**src/rtl/wb_select_pipe_if.sv**
```systemverilog
// Bus bundle for wb_select_pipe: execute-side request, load return, writeback and bypass query.
// The execute/memory stage drives through master; the select pipe sits on slave.
interface wb_select_pipe_if #(
  parameter int DATA_W = 32,
  parameter int ADDR_W = 5
);
  logic              in_valid;
  logic              in_ready;
  logic [1:0]        md;
  logic [ADDR_W-1:0] rd;
  logic              rw;
  logic [DATA_W-1:0] func_out;
  logic              nxorv;
  logic [DATA_W-1:0] pc_link;
  logic [1:0]        ld_size;
  logic              ld_signed;
  logic              mem_valid;
  logic [DATA_W-1:0] mem_rdata;
  logic              wb_valid;
  logic              wb_we;
  logic [ADDR_W-1:0] wb_addr;
  logic [DATA_W-1:0] wb_data;
  logic              wb_err;
  logic [ADDR_W-1:0] fwd_qaddr;
  logic              fwd_hit;
  logic [DATA_W-1:0] fwd_data;

  modport master (
    output in_valid, md, rd, rw, func_out, nxorv, pc_link, ld_size, ld_signed,
           mem_valid, mem_rdata, fwd_qaddr,
    input  in_ready, wb_valid, wb_we, wb_addr, wb_data, wb_err, fwd_hit, fwd_data
  );

  modport slave (
    input  in_valid, md, rd, rw, func_out, nxorv, pc_link, ld_size, ld_signed,
           mem_valid, mem_rdata, fwd_qaddr,
    output in_ready, wb_valid, wb_we, wb_addr, wb_data, wb_err, fwd_hit, fwd_data
  );
endinterface

```
**src/rtl/wb_select_pipe.sv**
```systemverilog
// Registered writeback select: picks FUNC/DATA/FLAG/LINK, waits for load data with timeout,
// extends sub-word loads. Optional macro WB_FWD_EN enables the writeback bypass outputs.
module wb_select_pipe #(
  parameter int DATA_W       = 32,
  parameter int ADDR_W       = 5,
  parameter int LOAD_TIMEOUT = 15
) (
  input  logic               clk,
  input  logic               reset,
  wb_select_pipe_if.slave    bus
);
  typedef enum logic [1:0] {S_IDLE, S_WAIT_MEM, S_WRITE} state_e;

  localparam logic [7:0] TMO_LAST = 8'(LOAD_TIMEOUT - 1);

  state_e            state_q, state_d;
  logic [7:0]        tmo_cnt_q, tmo_cnt_d;
  logic [ADDR_W-1:0] ld_rd_q, ld_rd_d;
  logic              ld_rw_q, ld_rw_d;
  logic [1:0]        ld_size_q, ld_size_d;
  logic              ld_signed_q, ld_signed_d;
  logic [ADDR_W-1:0] wb_addr_q, wb_addr_d;
  logic [DATA_W-1:0] wb_data_q, wb_data_d;
  logic              wb_we_q, wb_we_d;
  logic              wb_err_q, wb_err_d;
  logic              accept;
  logic [DATA_W-1:0] ext_data;

  assign bus.in_ready = ~reset & (state_q != S_WAIT_MEM);
  assign accept       = bus.in_valid & bus.in_ready;

  always_comb begin
    ext_data = bus.mem_rdata;
    if (!ld_size_q[1]) begin
      if (ld_size_q[0])
        ext_data = {{(DATA_W-16){ld_signed_q & bus.mem_rdata[15]}}, bus.mem_rdata[15:0]};
      else
        ext_data = {{(DATA_W-8){ld_signed_q & bus.mem_rdata[7]}}, bus.mem_rdata[7:0]};
    end
  end

  always_comb begin
    state_d     = state_q;
    tmo_cnt_d   = tmo_cnt_q;
    ld_rd_d     = ld_rd_q;
    ld_rw_d     = ld_rw_q;
    ld_size_d   = ld_size_q;
    ld_signed_d = ld_signed_q;
    wb_addr_d   = wb_addr_q;
    wb_data_d   = wb_data_q;
    wb_we_d     = wb_we_q;
    wb_err_d    = wb_err_q;
    case (state_q)
      S_IDLE, S_WRITE: begin
        state_d = S_IDLE;
        if (accept) begin
          if (bus.md == 2'd1) begin
            // Load: hold destination aside so wb_* keep their last value while waiting.
            state_d     = S_WAIT_MEM;
            tmo_cnt_d   = 8'd0;
            ld_rd_d     = bus.rd;
            ld_rw_d     = bus.rw;
            ld_size_d   = bus.ld_size;
            ld_signed_d = bus.ld_signed;
          end else begin
            state_d   = S_WRITE;
            wb_addr_d = bus.rd;
            wb_we_d   = bus.rw & (bus.rd != '0);
            wb_err_d  = 1'b0;
            case (bus.md)
              2'd0:    wb_data_d = bus.func_out;
              2'd2:    wb_data_d = {{(DATA_W-1){1'b0}}, bus.nxorv};
              default: wb_data_d = bus.pc_link;
            endcase
          end
        end
      end
      S_WAIT_MEM: begin
        if (bus.mem_valid) begin
          state_d   = S_WRITE;
          wb_addr_d = ld_rd_q;
          wb_we_d   = ld_rw_q & (ld_rd_q != '0);
          wb_data_d = ext_data;
          wb_err_d  = 1'b0;
        end else if (tmo_cnt_q == TMO_LAST) begin
          state_d   = S_WRITE;
          wb_addr_d = ld_rd_q;
          wb_we_d   = ld_rw_q & (ld_rd_q != '0);
          wb_data_d = '0;
          wb_err_d  = 1'b1;
        end else begin
          tmo_cnt_d = tmo_cnt_q + 8'd1;
        end
      end
      default: state_d = S_IDLE;
    endcase
  end

  always_ff @(posedge clk) begin
    if (reset) begin
      state_q     <= S_IDLE;
      tmo_cnt_q   <= 8'd0;
      ld_rd_q     <= '0;
      ld_rw_q     <= 1'b0;
      ld_size_q   <= 2'd0;
      ld_signed_q <= 1'b0;
      wb_addr_q   <= '0;
      wb_data_q   <= '0;
      wb_we_q     <= 1'b0;
      wb_err_q    <= 1'b0;
    end else begin
      state_q     <= state_d;
      tmo_cnt_q   <= tmo_cnt_d;
      ld_rd_q     <= ld_rd_d;
      ld_rw_q     <= ld_rw_d;
      ld_size_q   <= ld_size_d;
      ld_signed_q <= ld_signed_d;
      wb_addr_q   <= wb_addr_d;
      wb_data_q   <= wb_data_d;
      wb_we_q     <= wb_we_d;
      wb_err_q    <= wb_err_d;
    end
  end

  assign bus.wb_valid = (state_q == S_WRITE);
  assign bus.wb_we    = wb_we_q;
  assign bus.wb_addr  = wb_addr_q;
  assign bus.wb_data  = wb_data_q;
  assign bus.wb_err   = wb_err_q;

`ifdef WB_FWD_EN
  assign bus.fwd_hit  = (state_q == S_WRITE) & wb_we_q & (bus.fwd_qaddr == wb_addr_q);
  assign bus.fwd_data = bus.fwd_hit ? wb_data_q : '0;
`else
  logic unused_fwd_qaddr;
  assign unused_fwd_qaddr = ^bus.fwd_qaddr;
  assign bus.fwd_hit      = 1'b0;
  assign bus.fwd_data     = '0;
`endif
endmodule

```
**src/flat_wrapper.sv**
```systemverilog
// flat-port wrapper written by rule: the top's interface ports become plain ports
module wb_select_pipe_flat 
#(
  parameter int DATA_W       = 32,
  parameter int ADDR_W       = 5,
  parameter int LOAD_TIMEOUT = 15
)
  (clk, reset, bus_in_valid, bus_md, bus_rd, bus_rw, bus_func_out, bus_nxorv, bus_pc_link, bus_ld_size, bus_ld_signed, bus_mem_valid, bus_mem_rdata, bus_fwd_qaddr, bus_in_ready, bus_wb_valid, bus_wb_we, bus_wb_addr, bus_wb_data, bus_wb_err, bus_fwd_hit, bus_fwd_data);
  wb_select_pipe_if #(.DATA_W(DATA_W), .ADDR_W(ADDR_W)) bus_i ();
  input  logic clk;
  input  logic reset;
  input wire logic [$bits(bus_i.in_valid)-1:0] bus_in_valid;
  input wire logic [$bits(bus_i.md)-1:0] bus_md;
  input wire logic [$bits(bus_i.rd)-1:0] bus_rd;
  input wire logic [$bits(bus_i.rw)-1:0] bus_rw;
  input wire logic [$bits(bus_i.func_out)-1:0] bus_func_out;
  input wire logic [$bits(bus_i.nxorv)-1:0] bus_nxorv;
  input wire logic [$bits(bus_i.pc_link)-1:0] bus_pc_link;
  input wire logic [$bits(bus_i.ld_size)-1:0] bus_ld_size;
  input wire logic [$bits(bus_i.ld_signed)-1:0] bus_ld_signed;
  input wire logic [$bits(bus_i.mem_valid)-1:0] bus_mem_valid;
  input wire logic [$bits(bus_i.mem_rdata)-1:0] bus_mem_rdata;
  input wire logic [$bits(bus_i.fwd_qaddr)-1:0] bus_fwd_qaddr;
  output wire logic [$bits(bus_i.in_ready)-1:0] bus_in_ready;
  output wire logic [$bits(bus_i.wb_valid)-1:0] bus_wb_valid;
  output wire logic [$bits(bus_i.wb_we)-1:0] bus_wb_we;
  output wire logic [$bits(bus_i.wb_addr)-1:0] bus_wb_addr;
  output wire logic [$bits(bus_i.wb_data)-1:0] bus_wb_data;
  output wire logic [$bits(bus_i.wb_err)-1:0] bus_wb_err;
  output wire logic [$bits(bus_i.fwd_hit)-1:0] bus_fwd_hit;
  output wire logic [$bits(bus_i.fwd_data)-1:0] bus_fwd_data;
  assign bus_i.in_valid = bus_in_valid;
  assign bus_i.md = bus_md;
  assign bus_i.rd = bus_rd;
  assign bus_i.rw = bus_rw;
  assign bus_i.func_out = bus_func_out;
  assign bus_i.nxorv = bus_nxorv;
  assign bus_i.pc_link = bus_pc_link;
  assign bus_i.ld_size = bus_ld_size;
  assign bus_i.ld_signed = bus_ld_signed;
  assign bus_i.mem_valid = bus_mem_valid;
  assign bus_i.mem_rdata = bus_mem_rdata;
  assign bus_i.fwd_qaddr = bus_fwd_qaddr;
  assign bus_in_ready = bus_i.in_ready;
  assign bus_wb_valid = bus_i.wb_valid;
  assign bus_wb_we = bus_i.wb_we;
  assign bus_wb_addr = bus_i.wb_addr;
  assign bus_wb_data = bus_i.wb_data;
  assign bus_wb_err = bus_i.wb_err;
  assign bus_fwd_hit = bus_i.fwd_hit;
  assign bus_fwd_data = bus_i.fwd_data;
  wb_select_pipe #(.DATA_W(DATA_W), .ADDR_W(ADDR_W), .LOAD_TIMEOUT(LOAD_TIMEOUT)) u_core (.clk(clk), .reset(reset), .bus(bus_i));
endmodule
```
**config.mk**
```make
export PLATFORM = sky130hd
export DESIGN_NAME = wb_select_pipe_flat
export DESIGN_NICKNAME = d
export VERILOG_FILES = /design/src/rtl/wb_select_pipe_if.sv /design/src/rtl/wb_select_pipe.sv /design/src/flat_wrapper.sv
export SDC_FILE = /design/constraint.sdc
export NUM_CORES = 1
export LEC_CHECK = 0
export CAP_MARGIN = 30
export CORE_MARGIN = 2
export CORE_UTILIZATION = 42
export DETAILED_ROUTE_END_ITERATION = 10
export GPL_TIMING_DRIVEN = 0
export PLACE_DENSITY = 0.91
export SYNTH_ARGS = -nofsm -noshare
export SYNTH_HDL_FRONTEND = slang
export SYNTH_SLANG_ARGS = --single-unit
export TNS_END_PERCENT = 1
```
**constraint.sdc**
```tcl
create_clock -name clk -period 3.45 [get_ports clk]
set_clock_uncertainty 0.1 [all_clocks]
set_input_delay 0.69 -clock clk [delete_from_list [all_inputs] [get_ports clk]]
set_output_delay 0.69 -clock clk [all_outputs]
set_load 0.05 [all_outputs]
```
After elaboration in Yosys (flattened, before gate mapping)
Index checks and enable logic that the tools add are counted.

word-level totals
  flip-flop bits (word level) = 58
  input port bits = 117
  output and inout port bits = 74
  logic and storage cells = 72

cells by class
  $add $sub $neg = 1
  eq/ne operators = 12
  multiplexer cells = 33
  bitwise operators = 7
  reductions and logical operators = 9

operator list
  operator                                                count
  2-to-1 mux 32 bit                                       6
  case mux 32 bit (2 select lines)                        2
  2-to-1 mux 8 bit                                        4
  2-to-1 mux 5 bit                                        4
  case mux 8 bit (2 select lines)                         1
  case mux 5 bit (2 select lines)                         1
  nonzero test 5 bit                                      2
  adder 8 x 1 -> 8 bit (second input constant)            1
  == test 8 x 4 -> 1 bit (second input constant)          1
  2-to-1 mux 1 bit                                        8
  2-to-1 mux 2 bit                                        4
  AND 1 bit                                               6
  inequality test 2 x 1 -> 1 bit (second input constant)  3
  inequality test 2 bit (second input constant)           3
  AND reduction 5 bit                                     1
  == test 2 x 1 -> 1 bit (second input constant)          2
  == test 2 bit (second input constant)                   2
  zero test 2 bit                                         2
  case mux 1 bit (2 select lines)                         2
  case mux 2 bit (2 select lines)                         1
  AND reduction 4 bit                                     1
  inequality test 3 x 2 -> 1 bit (second input constant)  1
  AND reduction 3 bit                                     1
  nonzero test 2 bit                                      1
  other kinds (2)                                         2

Longest topological paths before layout
  depth in word-level cells = 5
  gate-level depth with buffers = 8
  depth with buffers taken out = 6

Worst setup path before layout
OpenSTA, ideal clock, no wires.

  path kind = input-to-output
  start = in reset
  end = out bus_in_ready
  arrival time = 1751 ps
  data required time = 2660 ps
  setup slack = 909 ps
  stages = 3
  buffers on the path = 2
  cells stage by stage = clkbuf_1 clkbuf_1 nor2_1

on the way
  cells in the longest elaborated chain, start to end = 2

ends and longest elaborated chain
  element      RTL line              source
  from (decl)  flat_wrapper.sv:11    input logic reset;
  NOT 1 bit    wb_select_pipe.sv:29  assign bus.in_ready = ~reset & (state_q != S_WAIT_MEM);
  AND 1 bit    wb_select_pipe.sv:29
  to (decl)    flat_wrapper.sv:24    output wire logic [$bits(bus_i.in_ready)-1:0] bus_in_ready;

No other way between the ends.

Worst setup path after layout
Ends and elaborated chain as after synthesis.

==> flow_summary.html <==
<table>
<tr><th>Metric</th><th>Value</th></tr>
<tr><th colspan="2">Final layout</th></tr>
<tr><td>Number of nets at the end of the flow</td><td>730</td></tr>
<tr><td>Non-filler instance count after layout</td><td>720</td></tr>
<tr><td>Fraction of final layout cells sized beyond drive strength 1</td><td>between 10% and 20%</td></tr>
<tr><td>Final core utilization</td><td>around 67%</td></tr>
<tr><td>Cell area after layout</td><td>5440 µm²</td></tr>
<tr><td>Post-synthesis to final-layout area growth</td><td>56.1%</td></tr>
<tr><td>Number of diodes</td><td>0</td></tr>
<tr><th colspan="2">Floorplan</th></tr>
<tr><td>Core region area</td><td>8130 µm²</td></tr>
<tr><td>Die area</td><td>9040 µm²</td></tr>
<tr><td>Horizontal extent of the die</td><td>between 90 and 100 µm</td></tr>
<tr><td>Initial core utilization</td><td>a little over two fifths</td></tr>
<tr><td>I/O pin count</td><td>between 150 and 200</td></tr>
<tr><td>Number of cell rows</td><td>33</td></tr>
<tr><td>Vert. Die Dim</td><td>~95 µm</td></tr>
<tr><th colspan="2">Synth</th></tr>
<tr><td>Synth cell count leaders</td><td>sky130_fd_sc_hd__a21oi_1, sky130_fd_sc_hd__dfxtp_1, sky130_fd_sc_hd__nand2_1</td></tr>
<tr><td>Post-synthesis instance area</td><td>around 3500 µm²</td></tr>
<tr><td>Per-instance average area after synthesis</td><td>between 8 and 9 µm²</td></tr>
<tr><td>Area fraction of the dominant cell type after synthesis</td><td>approximately 33%</td></tr>
<tr><td>Count of flip-flops with a built-in enable after synthesis</td><td>0</td></tr>
<tr><td>Synthesized flop and latch total</td><td>58</td></tr>
<tr><td>Sequential share of the synthesized area</td><td>33.3%</td></tr>
<tr><td>Most numerous cell in the Yosys netlist</td><td>sky130_fd_sc_hd__a21oi_1</td></tr>
<tr><td>Cell accounting for the most synthesized area</td><td>sky130_fd_sc_hd__dfxtp_1</td></tr>
<tr><td>Count of different cell masters after synthesis</td><td>48</td></tr>
<tr><td>Predominant post-synthesis flop cell</td><td>sky130_fd_sc_hd__dfxtp_1</td></tr>
<tr><td>Top cells by area, synth</td><td>sky130_fd_sc_hd__dfxtp_1, sky130_fd_sc_hd__a21oi_1, sky130_fd_sc_hd__buf_4, sky130_fd_sc_hd__a211oi_1, sky130_fd_sc_hd__a2bb2oi_1</td></tr>
<tr><td>Post-synth ARST share</td><td>0%</td></tr>
<tr><td>Yosys warns</td><td>0</td></tr>
<tr><td>Number of instances in the synthesized netlist</td><td>about 420</td></tr>
<tr><th colspan="2">Clock tree</th></tr>
<tr><td>CTS tree</td><td>yes</td></tr>
<tr><td>Clock tree root driver cell</td><td>sky130_fd_sc_hd__clkbuf_8</td></tr>
<tr><td>Later-pin clock latency in the skew report</td><td>0.34 ns</td></tr>
<tr><td>Cts hold-fix bufs</td><td>0</td></tr>
<tr><td>Clock-pin slew on the worst setup and hold paths</td><td>0.06 ns</td></tr>
<tr><td>Total CTS buffers</td><td>9</td></tr>
<tr><td>Sinks on Clock Net</td><td>58</td></tr>
<tr><td>Buffer depth of the longest clock path</td><td>2</td></tr>
<tr><td>CTS HTree Levels</td><td>3</td></tr>
<tr><th colspan="2">Worst setup path</th></tr>
<tr><td>Arrival time worst endpoint</td><td>~2.2 ns</td></tr>
<tr><td>Worst Path Buf+Inv</td><td>3</td></tr>
<tr><td>Critical Path RT</td><td>between 2 and 3 ns</td></tr>
<tr><td>Worst path top cell family by delay</td><td>buffers and inverters</td></tr>
<tr><td>Crit path kind</td><td>input pin to output port</td></tr>
<tr><td>Endpoint of the worst-slack reg-to-reg timing path</td><td>u_core.bus.wb_data[27]</td></tr>
<tr><td>Ordered cell list for the critical path</td><td>clkdlybuf4s50_1 &gt; clkbuf_2 &gt; nor2_1 &gt; dlymetal6s2s_1</td></tr>
<tr><td>Crit start category</td><td>input pin</td></tr>
<tr><td>Reg2Reg Depth</td><td>7</td></tr>
<tr><td>Worst stage delay on the critical path</td><td>0.55 ns</td></tr>
<tr><td>CP max-delay cell</td><td>sky130_fd_sc_hd__clkdlybuf4s50_1</td></tr>
<tr><td>Critical-path maximum fanout</td><td>19</td></tr>
<tr><td>Startpoint of the lowest-slack register-to-register path</td><td>u_core.tmo_cnt_q[0]</td></tr>
<tr><td>Worst setup EP type</td><td>output port</td></tr>
<tr><td>R2R setup slack</td><td>~1.5 ns</td></tr>
<tr><th colspan="2">Global route</th></tr>
<tr><td>Total Routing Usage GR</td><td>25.8%</td></tr>
<tr><td>Antenna violations before repair</td><td>0</td></tr>
<tr><td>Maximum number of pins on one net before global-route repair</td><td>20</td></tr>
<tr><td>Global-route wire length before repair</td><td>roughly 18,000 µm</td></tr>
<tr><td>GRT overflow</td><td>0</td></tr>
<tr><td>Vias in the first global route</td><td>around 3,800</td></tr>
<tr><th colspan="2">STA</th></tr>
<tr><td>Setup violators final</td><td>0</td></tr>
<tr><td>Post-route worst hold slack</td><td>0.374 ns</td></tr>
<tr><td>RSZ-0062 raised after global routing</td><td>false</td></tr>
<tr><td>Setup slack after layout</td><td>between 0.4 and 0.5 ns</td></tr>
<tr><td>Max Clock Freq</td><td>around 0.33 GHz</td></tr>
<tr><td>Final slew viol count</td><td>0</td></tr>
<tr><td>Final cycle utilization of the critical path</td><td>87.3%</td></tr>
<tr><td>Final hold vios</td><td>0</td></tr>
<tr><td>Clock period minus final worst setup slack</td><td>approximately 3 ns</td></tr>
<tr><td>Setup Total Neg Slack</td><td>0 ns</td></tr>
<tr><td>Max transition margin</td><td>between 30% and 40%</td></tr>
<tr><td>Actual slew at the worst max-slew pin</td><td>1.03 ns</td></tr>
<tr><th colspan="2">Min path</th></tr>
<tr><td>Hold Crit Start</td><td>u_core.ld_rd_q[0]</td></tr>
<tr><td>Class of the tightest hold or removal check</td><td>flop to flop</td></tr>
<tr><td>Hold path depth</td><td>2</td></tr>
<tr><td>Hold EP</td><td>u_core.ld_rd_q[0]</td></tr>
<tr><th colspan="2">Power and ir drop</th></tr>
<tr><td>Pleak</td><td>approximately 2.1 nW</td></tr>
<tr><td>Total Power Consumption</td><td>1.98 mW</td></tr>
<tr><td>Max rail drop VDD</td><td>between 200 and 250 µV</td></tr>
<tr><td>Power per unit of standard cell area</td><td>approximately 360 nW/µm²</td></tr>
<tr><th colspan="2">Placed design</th></tr>
<tr><td>Total of buffers placed on input and output ports</td><td>151</td></tr>
<tr><td>Post-detailed-placement cell area</td><td>between 5000 and 6000 µm²</td></tr>
<tr><td>Setup slack after placement</td><td>-0.330 ns</td></tr>
<tr><td>Gpl congestion</td><td>0.908</td></tr>
<tr><td>Post-DP HPWL</td><td>a little over 9000 µm</td></tr>
<tr><td>Instance count after placement with tap cells included</td><td>slightly above 700</td></tr>
<tr><th colspan="2">Drt</th></tr>
<tr><td>Iteration count of the initial detailed-routing pass</td><td>5</td></tr>
<tr><td>Iter 0 DRT Violations</td><td>approximately 190</td></tr>
<tr><td>DRC violations left</td><td>0</td></tr>
<tr><td>Average vias per placed instance</td><td>5.38</td></tr>
<tr><td>Routed wire length per instance</td><td>~16 µm</td></tr>
<tr><td>Antenna Violating Nets Remaining</td><td>0</td></tr>
<tr><td>Drt total wl</td><td>roughly 12,000 µm</td></tr>
<tr><td>Via count</td><td>between 3,000 and 4,000</td></tr>
<tr><th colspan="2">Run</th></tr>
<tr><td>Maxcap violations</td><td>0</td></tr>
<tr><th colspan="2">Status</th></tr>
<tr><td>Status</td><td>finished clean</td></tr>
</table>
-- flip-flops by register name, summed over array words and instances, names as in the netlist --
name                count
u_core.ld_rw_q          1
u_core.ld_rd_q          5
u_core.ld_size_q        2
u_core.bus.wb_we        1
u_core.bus.wb_addr      5
u_core.state_q          2
u_core.ld_signed_q      1
u_core.bus.wb_err       1
u_core.tmo_cnt_q        8
u_core.bus.wb_data     32
-- cells by family (layout without fill, tap and decap cells) --
| group | count (synthesis) | in the layout | synth area share, % |
|---|---|---|---|
| AOI/OAI and AO/OA | 163 | 163 | 31.9 |
| adders and majority gates | 2 | 2 | 0.718 |
| buffers and inverters | 73 | 238 | 13.0 |
| DFF | 58 | 58 | 33.3 |
| muxes | 10 | 10 | 3.12 |
| other | 1 | 33 | 0.108 |
| and+or+nand+nor | 111 | 111 | 17.8 |
-- layer usage --
| metal | routed length (µm) | GRT usage (%) | vias to the layer above |
|---|---|---|---|
| met5 | 0 | 0 | - |
| met2 | 5750 | 45.1 | 179 |
| met4 | 265 | 10.0 | 0 |
| li1 | - | - | 1890 |
| met3 | 841 | 6.96 | 26 |
| met1 | 4740 | 29.9 | 1780 |
-- power breakdown --
part	switching, mW	leakage [nW]	internal, mW	total, mW
logic	0.363	1.51	0.275	0.637
clock network	0.275	0.0941	0.346	0.621
registers	0.0200	0.474	0.706	0.726
total	0.657	2.07	1.33	1.98
-- tightest hold or removal path: cells and delay by family (launching register included) --
family	cells	cell delay, ns
DFF	1	0.32
AOI/OAI and AO/OA	1	0.05
and+or+nand+nor	1	0.06
-- repair_timing --
item,in CTS,in global routing
resized for setup,1,1
setup endpoints to repair,1,1
setup buffers,0,0
-- worst max path at each step --
stage / from / to / slack [ns] / cells past startpoint
2_1_floorplan: reset / bus_in_ready / 0.91 / 3
3_3_place_gp: reset / bus_in_ready / -0.33 / 5
3_5_place_dp: reset / bus_in_ready / -0.33 / 5
4_1_cts: reset / bus_in_ready / 0.05 / 4
5_1_grt: reset / bus_in_ready / 0.35 / 4
6_report: reset / bus_in_ready / 0.44 / 4
-- cell usage in the layout, fill, tap and decap left out, types with 11 or more instances in the layout --
master                            instances
sky130_fd_sc_hd__clkdlybuf4s50_1        150
sky130_fd_sc_hd__nor3b_1                 18
sky130_fd_sc_hd__o21ai_0                 11
sky130_fd_sc_hd__a211oi_1                22
sky130_fd_sc_hd__a2bb2oi_1               16
sky130_fd_sc_hd__buf_4                   33
sky130_fd_sc_hd__nand2_1                 35
sky130_fd_sc_hd__clkbuf_1                16
sky130_fd_sc_hd__dfxtp_1                 58
sky130_fd_sc_hd__a21oi_1                 69
sky130_fd_sc_hd__conb_1                  33
sky130_fd_sc_hd__buf_2                   14
sky130_fd_sc_hd__nor2b_1                 11
-- area by class of cell --
cell class | instances | area, µm²
buffer | 69 | 439
clock buffer | 10 | 138
clock inverter | 5 | 55.1
fill | 680 | 2690
inverter | 3 | 11.3
multi-input combinational | 319 | 1990
sequential | 58 | 1160
tap | 105 | 131
timing repair buffer | 151 | 1510
No activity file was read; power rests on OpenSTA's default activity.
